## src/rtl/rtp_hit_collector.sv

```systemverilog
// rtl/rtp_hit_collector.sv - round-robin hit collector with show-ahead FIFO and run counters
// Gathers per-channel hit results into one stream and reports ray/miss/cycle statistics.
module rtp_hit_collector #(
  parameter int          NUM_CH    = 4,
  parameter int          DEPTH     = 16,
  parameter logic [31:0] MISS_HITT = 32'h7F800000
) (
  input  logic                   clock,
  input  logic                   reset,
  input  logic                   io_start,
  input  logic [31:0]            io_num_rays,
  input  logic [NUM_CH-1:0]      io_in_valid,
  output logic [NUM_CH-1:0]      io_in_ready,
  input  logic [32*NUM_CH-1:0]   io_in_hitT,
  input  logic [32*NUM_CH-1:0]   io_in_ray_id,
  output logic                   io_out_valid,
  input  logic                   io_out_ready,
  output logic [31:0]            io_out_hitT,
  output logic [31:0]            io_out_ray_id,
  output logic [3:0]             io_out_ch,
  output logic                   io_busy,
  output logic                   io_rtp_finish,
  output logic [31:0]            io_ray_count,
  output logic [31:0]            io_miss_count,
  output logic [63:0]            io_total_cycle
);

  localparam int            AW       = (DEPTH > 1) ? $clog2(DEPTH) : 1;
  localparam int            CW       = AW + 1;
  localparam logic [CW-1:0] FULL_CNT = CW'(DEPTH);
  localparam logic [3:0]    LAST_CH  = 4'(NUM_CH - 1);

  typedef enum logic [1:0] {
    S_IDLE  = 2'd0,
    S_RUN   = 2'd1,
    S_DRAIN = 2'd2,
    S_DONE  = 2'd3
  } state_t;

  state_t        r_state;
  state_t        w_state_next;

  logic [3:0]    r_ptr;
  logic [31:0]   r_num_rays;
  logic [31:0]   r_ray_count;
  logic [31:0]   r_miss_count;
  logic [63:0]   r_total_cycle;

  logic [67:0]   r_mem [DEPTH];
  logic [AW-1:0] r_wr_ptr;
  logic [AW-1:0] r_rd_ptr;
  logic [CW-1:0] r_count;

  logic              w_full;
  logic              w_push;
  logic              w_pop;
  logic              w_start_acc;
  logic              w_last_ray;
  logic              w_is_miss;
  logic              w_busy;
  logic              w_finish;
  logic [NUM_CH-1:0] w_in_ready;
  logic [3:0]        w_grant_idx;
  logic [3:0]        w_ptr_next;
  logic [31:0]       w_push_hitT;
  logic [31:0]       w_push_ray_id;
  logic [67:0]       w_head;
  int                w_dist;
  int                w_best;

  assign w_full      = (r_count == FULL_CNT);
  assign w_pop       = (r_count != '0) && io_out_ready;
  assign w_start_acc = io_start && ((r_state == S_IDLE) || (r_state == S_DONE));
  assign w_last_ray  = ((r_ray_count + 32'd1) == r_num_rays);
  assign w_is_miss   = (w_push_hitT == MISS_HITT);
  assign w_ptr_next  = (w_grant_idx == LAST_CH) ? 4'd0 : (w_grant_idx + 4'd1);

  // Winner is the valid channel with the smallest forward distance from the RR pointer.
  always_comb begin
    w_push        = 1'b0;
    w_grant_idx   = '0;
    w_in_ready    = '0;
    w_push_hitT   = '0;
    w_push_ray_id = '0;
    w_dist        = 0;
    w_best        = NUM_CH;
    if ((r_state == S_RUN) && !w_full) begin
      for (int c = 0; c < NUM_CH; c++) begin
        if (io_in_valid[c]) begin
          w_dist = c - int'(r_ptr);
          if (w_dist < 0) w_dist = w_dist + NUM_CH;
          if (w_dist < w_best) begin
            w_best      = w_dist;
            w_grant_idx = 4'(c);
            w_push      = 1'b1;
          end
        end
      end
      for (int c = 0; c < NUM_CH; c++) begin
        if (w_push && (w_grant_idx == 4'(c))) begin
          w_in_ready[c] = 1'b1;
          w_push_hitT   = io_in_hitT[32*c +: 32];
          w_push_ray_id = io_in_ray_id[32*c +: 32];
        end
      end
    end
  end

  always_ff @(posedge clock) begin
    if (reset) r_state <= S_IDLE;
    else       r_state <= w_state_next;
  end

  always_comb begin
    w_state_next = r_state;
    w_busy       = 1'b0;
    w_finish     = 1'b0;
    case (r_state)
      S_IDLE: begin
        if (io_start) w_state_next = (io_num_rays == 32'd0) ? S_DONE : S_RUN;
      end
      S_RUN: begin
        w_busy = 1'b1;
        if (w_push && w_last_ray) w_state_next = S_DRAIN;
      end
      S_DRAIN: begin
        w_busy = 1'b1;
        if (r_count == '0) w_state_next = S_DONE;
      end
      S_DONE: begin
        w_finish = 1'b1;
        if (io_start) w_state_next = (io_num_rays == 32'd0) ? S_DONE : S_RUN;
      end
      default: w_state_next = S_IDLE;
    endcase
  end

  always_ff @(posedge clock) begin
    if (reset) begin
      r_ptr         <= '0;
      r_num_rays    <= '0;
      r_ray_count   <= '0;
      r_miss_count  <= '0;
      r_total_cycle <= '0;
    end else begin
      if (w_start_acc) begin
        r_num_rays    <= io_num_rays;
        r_ray_count   <= '0;
        r_miss_count  <= '0;
        r_total_cycle <= '0;
      end else begin
        if (w_busy) r_total_cycle <= r_total_cycle + 64'd1;
        if (w_push) begin
          r_ray_count <= r_ray_count + 32'd1;
          if (w_is_miss) r_miss_count <= r_miss_count + 32'd1;
        end
      end
      if (w_push) r_ptr <= w_ptr_next;
    end
  end

  always_ff @(posedge clock) begin
    if (w_push) r_mem[r_wr_ptr] <= {w_push_hitT, w_push_ray_id, w_grant_idx};
  end

  always_ff @(posedge clock) begin
    if (reset) begin
      r_wr_ptr <= '0;
      r_rd_ptr <= '0;
      r_count  <= '0;
    end else begin
      if (w_push) r_wr_ptr <= r_wr_ptr + 1'b1;
      if (w_pop)  r_rd_ptr <= r_rd_ptr + 1'b1;
      case ({w_push, w_pop})
        2'b10:   r_count <= r_count + 1'b1;
        2'b01:   r_count <= r_count - 1'b1;
        default: r_count <= r_count;
      endcase
    end
  end

  // Head fields read as zero while empty so stale storage never shows on the port.
  assign w_head         = r_mem[r_rd_ptr];
  assign io_out_valid   = (r_count != '0);
  assign io_out_hitT    = io_out_valid ? w_head[67:36] : '0;
  assign io_out_ray_id  = io_out_valid ? w_head[35:4]  : '0;
  assign io_out_ch      = io_out_valid ? w_head[3:0]   : '0;
  assign io_in_ready    = w_in_ready;
  assign io_busy        = w_busy;
  assign io_rtp_finish  = w_finish;
  assign io_ray_count   = r_ray_count;
  assign io_miss_count  = r_miss_count;
  assign io_total_cycle = r_total_cycle;

endmodule
```

## config.mk

```make
export PLATFORM = sky130hd
export DESIGN_NAME = rtp_hit_collector
export DESIGN_NICKNAME = d
export VERILOG_FILES = /design/src/rtl/rtp_hit_collector.sv
export SDC_FILE = /design/constraint.sdc
export NUM_CORES = 1
export LEC_CHECK = 0
export CAP_MARGIN = 20
export CORE_ASPECT_RATIO = 0.8
export CORE_MARGIN = 4
export CORE_UTILIZATION = 52
export DETAILED_ROUTE_END_ITERATION = 10
export PLACE_DENSITY_LB_ADDON = 0.1
export SKIP_CTS_REPAIR_TIMING = 1
export SLEW_MARGIN = 20
export SYNTH_ARGS = -nofsm -noshare
export SYNTH_HDL_FRONTEND = slang
export SYNTH_SLANG_ARGS = --single-unit
export TNS_END_PERCENT = 20
```

## constraint.sdc

```tcl
create_clock -name clock -period 13 [get_ports clock]
set_clock_uncertainty 0.15 [all_clocks]
set_input_delay 1.3 -clock clock [delete_from_list [all_inputs] [get_ports clock]]
set_output_delay 1.3 -clock clock [all_outputs]
set_load 0.01 [all_outputs]
```

# Word level (Yosys, flattened, before mapping)
# Memory sizes are Yosys's and may differ from the RTL's. A register that Yosys moved wholly into a read port is not among the register bits.
# Cells that the tools add are included.
# op_classes
add_sub_neg	16
order_cmp	8
eq_ne	15
mux	70
n_reduce_logical	21
# op_table
operator	n
$mux W32	33
$lt A32 B32 Y1	3
$add A32 B1 Y32 const B	2
$add A64 B1 Y64 const B	1
$mux W4	11
$eq A32 B31 Y1 const B	1
$eq A32 B32 Y1	1
$logic_not A32 Y1	1
$lt A32 B4 Y1 const B	1
$add A5 B4 Y6 const B	4
$lt A5 B1 Y1 const B	4
$mux W1	20
$add A4 B1 Y4 const B	3
$eq A4 B2 Y1 const B	3
$pmux W5 S2	1
$sub A1 B4 Y5 const A	2
$sub A2 B4 Y5 const A	2
$logic_and A1 B1 Y1	8
$mux W2	4
$eq A2 B2 Y1 const B	3
$pmux W2 S3	1
$reduce_or A2 Y1	3
$add A5 B1 Y5 const B	1
$eq A5 B5 Y1 const B	1
other kinds (14)	16
# word_totals
register_bits	179
mem_bits_rw	1088
out_inout_bits	203
word_cells	140
n_memories	1
# mem_list
memory	words	word_bits	rd	rd_ports_with_merged_regs	write_ports	line_no	text
r_mem	16	68	1	1	1	49	logic [67:0] r_mem [DEPTH];

# Longest topological paths before layout
# depth
depth_word	30
depth_mapped	47
ltp_nobuf	34

# Least setup slack after synthesis
# Ideal clock, no wire load.
# synth_path
path_kind	input to register
start	input io_in_valid[0]
end	memory r_mem[1][0] (enable)
setup_ps	571
arrival_time_ps	12199
required_ps	12279
path_slack_ps	80
stages	33
n_path_buf	12
path_cell_list	nor2b_1 o21ai_2 inv_2 clkbuf_1 buf_1 clkbuf_1 ha_1 o21ai_2 nand2_1 clkbuf_1 buf_2 buf_2 buf_1 nand2_1 ha_1 a21oi_1 nor2b_1 o311ai_4 nand2_1 clkbuf_1 mux2_2 ha_1 buf_2 and2b_1 nor2_1 o221ai_4 a21boi_2 buf_2 buf_4 a31oi_2 clkbuf_1 nand2_1 nor3_1
# synth_via
elab_chain_cells	17
word_cells_on_any_way	22
classes_between	3 x order compare; 19 x mux
# synth_rtl
element	line_no	text
start: declaration	12	input logic [NUM_CH-1:0] io_in_valid,
$mux W32	89	if (io_in_valid[c]) begin
$mux W32	87	if ((r_state == S_RUN) && !w_full) begin
$lt A32 B32 Y1	92	if (w_dist < w_best) begin
$mux W32	92	
$mux W32	89	
$mux W32	87	
$lt A32 B32 Y1	92	
$mux W32	92	
$mux W32	89	
$mux W32	87	
$lt A32 B32 Y1	92	
$mux W1	92	
$mux W1 (*)	89	
$mux W1 (*) (2 in a row)	87	
$mux W1 (*)	163	if (w_push) r_mem[r_wr_ptr] <= {w_push_hitT, w_push_ray_id, w_grant_idx};
$mux W1 (not written as such) (*)	163	
end: declaration	49	
# Mark *: on every way between the ends. The rest lies on a longest branch, timed or not. The select of a mux whose other input is x is not followed.

# Final worst setup path
# layout_path
start	register r_ptr[0]
end	output io_in_ready[3]
# layout_via
elab_chain_cells	25
word_cells_on_any_way	57
classes_between	8 x add/sub; 8 x order compare; 1 x eq/ne; 39 x mux; 1 x reduce/logical
# layout_rtl
element	line_no	text
start: declaration	43	logic [3:0] r_ptr;
start signal: assignment	158	if (w_push) r_ptr <= w_ptr_next;
$sub A1 B4 Y5	90	w_dist = c - int'(r_ptr);
$add A5 B4 Y6 / $lt A5 B1 Y1 (equally long branches)	91	if (w_dist < 0) w_dist = w_dist + NUM_CH;
$mux W32	91	
$mux W32	89	
$mux W32	87	
$lt A32 B4 Y1	92	
$mux W32	92	
$mux W32	89	
(+9 left out)	-	
$lt A32 B32 Y1	92	
$mux W4	92	
$mux W4	89	
$mux W4	87	
$eq A4 B2 Y1	100	if (w_push && (w_grant_idx == 4'(c))) begin
$logic_and A1 B1 Y1 (*)	100	
$mux W1 (*)	100	
$mux W4 (*)	87	
end: declaration	13	output logic [NUM_CH-1:0] io_in_ready,
# Marked as above.

==> results.txt <==
The tools report the normalized max-slew margin as 0.229. From bottom edge to top edge, the die measures 292 um. By area the synthesized netlist is led by edfxtp_1 (60%), mux4_2 (14%), dfxtp_1 (6.9%), nand2_1 (1.6%), nor2_1 (1.5%). For this run the aggregate overflow at the end of global routing stands at 0. The cell depth of the worst flop-to-flop path is 34. After detailed routing, the number of vias per cell comes to 6.20.

The share of the synthesized area in the top cell type is 0.604. For hold timing, the worst endpoint is r_num_rays[9]$_SDFFE_PP0P_. The number of hold violations in the final report came out at 0. On the final layout, the worst hold slack is 317 ps. At the pin with the least slew margin, the transition time is 1160 ps.

The flow ran to the end, and the final reports show no timing, DRC or antenna violations. The fraction of synthesis flops using an asynchronous set or reset pin came out at 0. The initial standard-cell utilization of the core is 0.528.

For this run, the leading register cell type out of synthesis is edfxtp_1. The pin count of the biggest net entering global routing is 164. edfxtp_1 is the most common cell in the netlist.

The run gives 5 as the iteration count of the initial detailed-routing pass. The overall power of the completed layout is 12.7 mW. The total wire length is 146 mm, and the share of layout cells above drive strength 1 is 0.182.

The netlist uses 92 different library cells. In this run, synthesis inferred 1056 flip-flops with an integrated enable. The cell family contributing the most delay on the critical path is simple AND/OR/NAND/NOR gates. The arrival time reported for the critical path endpoint is 9430 ps, and the die area is 106000 sq um.

The logs give 0 for the number of pins exceeding their max-slew limit in the final report and 11 for the number of antenna violations at the first check in global routing. The number of buffers and inverters on the critical path is 6. Of all nets on the critical path, the largest fanout is 60. The final estimated routing congestion in global placement came out at 0.926. The slowest stage of the critical path belongs to the cell dfxtp_1.

The core utilization of the finished layout was 0.638; the maximum frequency from static timing analysis was 91.9 MHz. The worst register-to-register path ends at r_count[4]$_SDFFE_PP0P_. Critical path class: reg -> out. The run gives 0.673 as the share of the yosys chip area belonging to registers. The largest total area in the synthesized netlist belongs to edfxtp_1. The tools report the synthesized netlist cell count as 3236. By count the netlist is led by edfxtp_1 (1056), mux4_2 (330), nand2_1 (224). The post-route antenna net violation count came out at 0. In this run the tool buffered the top-level ports with 496 buffer cells. In this run, the number of DRC markers left after iteration 0 of detailed routing was 3565. TritonCTS created 116 clock buffers. Setup violations remaining at the end of the flow were counted as 0. In this run the deepest clock path goes through 3 buffers.

For the final routed database, the setup TNS stands at 0 ps. The via count of the first global-routing pass came out at 32500. Max-cap violations in this run came to 0. Buffer type at the clock tree root: clkbuf_16.

Summed over all nets, the half-perimeter wirelength after detailed placement is 91.1 mm. Reg-to-reg startpoint: r_ptr[0]$_SDFFE_PP0P_. The logs give 2560 ps for the worst setup slack for register-to-register paths and 31900 for the via count. A synthesized cell averages 16.2 sq um. The number of synthesized register bits was 1237; the core footprint was 99400 sq um. Among the stages of the critical path, the cell type that occurs most often is ha_1. For the finished layout, the period the worst path requires is 10880 ps.

The run gives 20.0 nW as the static power due to leakage. After the last flow step, the layout net total stands at 4050. For the source-to-sink clock delay at the later pin of the worst-skew pair, the log shows 700 ps. The startpoint of the worst hold path was r_num_rays[9]$_SDFFE_PP0P_.

The instance count along the most critical hold path was 2; the number of placement rows was 103. The power per standard cell area was 200 nW/um^2. The first-pass GRT wire length came out at 214 mm. The clock-pin slew on the worst setup and hold paths is 60 ps, and the number of clock sinks is 1237. The count of H-tree levels built during CTS is 3.

The worst setup path is captured at a primary output. The residual DRC count was 0; the floorplan die width was 363 um. For this run, the number of Yosys warnings is 0. Setup repair after global routing left no endpoint under its margin. TritonCTS built the clock tree. Average wire per cell in the routed design: 28.5 um. The total global routing track utilization was 0.273; the synthesis-to-layout area growth was 20.8%. The type of origin of the critical path was a register. The tightest min-delay check is of the reg -> reg type. The share of the clock period used by the worst path after layout is 0.837. The peak per-stage delay on the critical path came out at 620 ps. For the peak supply drop, the log shows 175 uV.

For the worst setup path, the data required time is 11550 ps. Pin placement for this block handled 499 I/O pins. In this run the cell area of the synthesized design comes to 52500 sq um.
final cells by class:
cell class | instances | area [sq um]
diodes | 3 | 7.51
clock buffers | 144 | 3100
clock inverters | 74 | 823
fillers | 7039 | 35900
inverters | 48 | 180
multi-input cells | 1752 | 16600
flip-flops and latches | 1237 | 35300
well taps | 1312 | 1640
repair buffers | 568 | 5680
layer usage:
| layer | track usage | up-vias | routed length (um) |
|---|---|---|---|
| met5 | 0 | - | 52 |
| met4 | 0.0721 | 8 | 3810 |
| met3 | 0.0689 | 234 | 13300 |
| met2 | 0.433 | 1441 | 69600 |
| met1 | 0.384 | 16500 | 59500 |
| li1 | - | 13700 | - |
worst max path at each step:
stage,slack (ps),start,depth (start not counted),end
floorplan,80,io_in_valid[0],33,r_mem[1][0]$_DFFE_PP_
global placement,2470,io_in_valid[0],27,io_miss_count[7]$_SDFFE_PP0P_
detailed placement,2290,io_in_valid[0],27,io_miss_count[7]$_SDFFE_PP0P_
CTS,2350,r_ptr[0]$_SDFFE_PP0P_,27,io_in_ready[3]
global route,1620,r_ptr[0]$_SDFFE_PP0P_,27,io_in_ready[3]
finish,2120,r_ptr[0]$_SDFFE_PP0P_,27,io_in_ready[3]
registers in the layout, summed over array words and instances, names as in the netlist, named ones only:
signal,cells
r_wr_ptr,4
r_state,2
io_miss_count,32
io_total_cycle,64
r_mem,1056
r_count,5
r_num_rays,32
r_ptr,2
r_rd_ptr,4
io_ray_count,32
stage by stage:
stage          instances  setup WS, ps  area, sq um
6_report            5138          2120        63400
5_1_grt             5136          1620        63400
4_1_cts             5129          2350        63200
3_5_place_dp        4911          2290        59200
3_3_place_gp        4911          2470        59200
2_1_floorplan       3242          80.2        52500
worst register-to-register path: cells and delay by family, from the launching register on:
family	cells	cell delay [ps]
buf+inv	7	1530
flops	1	620
xor+xnor	1	100
mux	1	400
simple gates	7	1880
fa+ha+maj	7	2120
compound gates	11	3560
placed cells by master, fill, tap and decap left out, drive strengths merged, types with 10 or more instances in the layout:
master / netlist / final
and4: 11 / 11
nor3: 71 / 71
and3: 48 / 48
edfxtp: 1056 / 1056
nor2: 215 / 215
clkbuf: 149 / 145
xnor2: 63 / 63
nand4: 30 / 30
buf: 56 / 72
mux2i: 32 / 32
inv: 48 / 50
o21a: 13 / 13
xor2: 73 / 73
o21ai: 69 / 69
dfxtp: 181 / 181
mux4: 330 / 330
o2111ai: 12 / 12
nand2: 225 / 225
nand3: 84 / 84
a21oi: 92 / 92
bufinv: 0 / 15
clkinv: 0 / 53
ha: 30 / 30
a31oi: 22 / 22
or3: 49 / 49
a311oi: 35 / 35
clkdlybuf4s50: 0 / 495
o211ai: 11 / 11
or4: 10 / 10
nor4: 28 / 28
and2: 82 / 82
power by group:
group	internal [mW]	leakage, nW	switching [mW]
Combinational	1.68	6.91	2.51
Clock	2.00	1.91	1.47
Sequential	4.94	11.2	0.111
logic make-up (layout without fill, tap and decap cells):
logic type | after synthesis | after routing | share of synthesized area
xor+xnor | 136 | 136 | 0.0227
fa+ha+maj | 31 | 31 | 0.00753
mux | 363 | 363 | 0.148
flops | 1237 | 1237 | 0.673
buf+inv | 253 | 834 | 0.0192
compound gates | 332 | 332 | 0.0442
simple gates | 882 | 882 | 0.0851
other cells | 2 | 11 | 0.000143
Power figures use the tool's default switching activity.
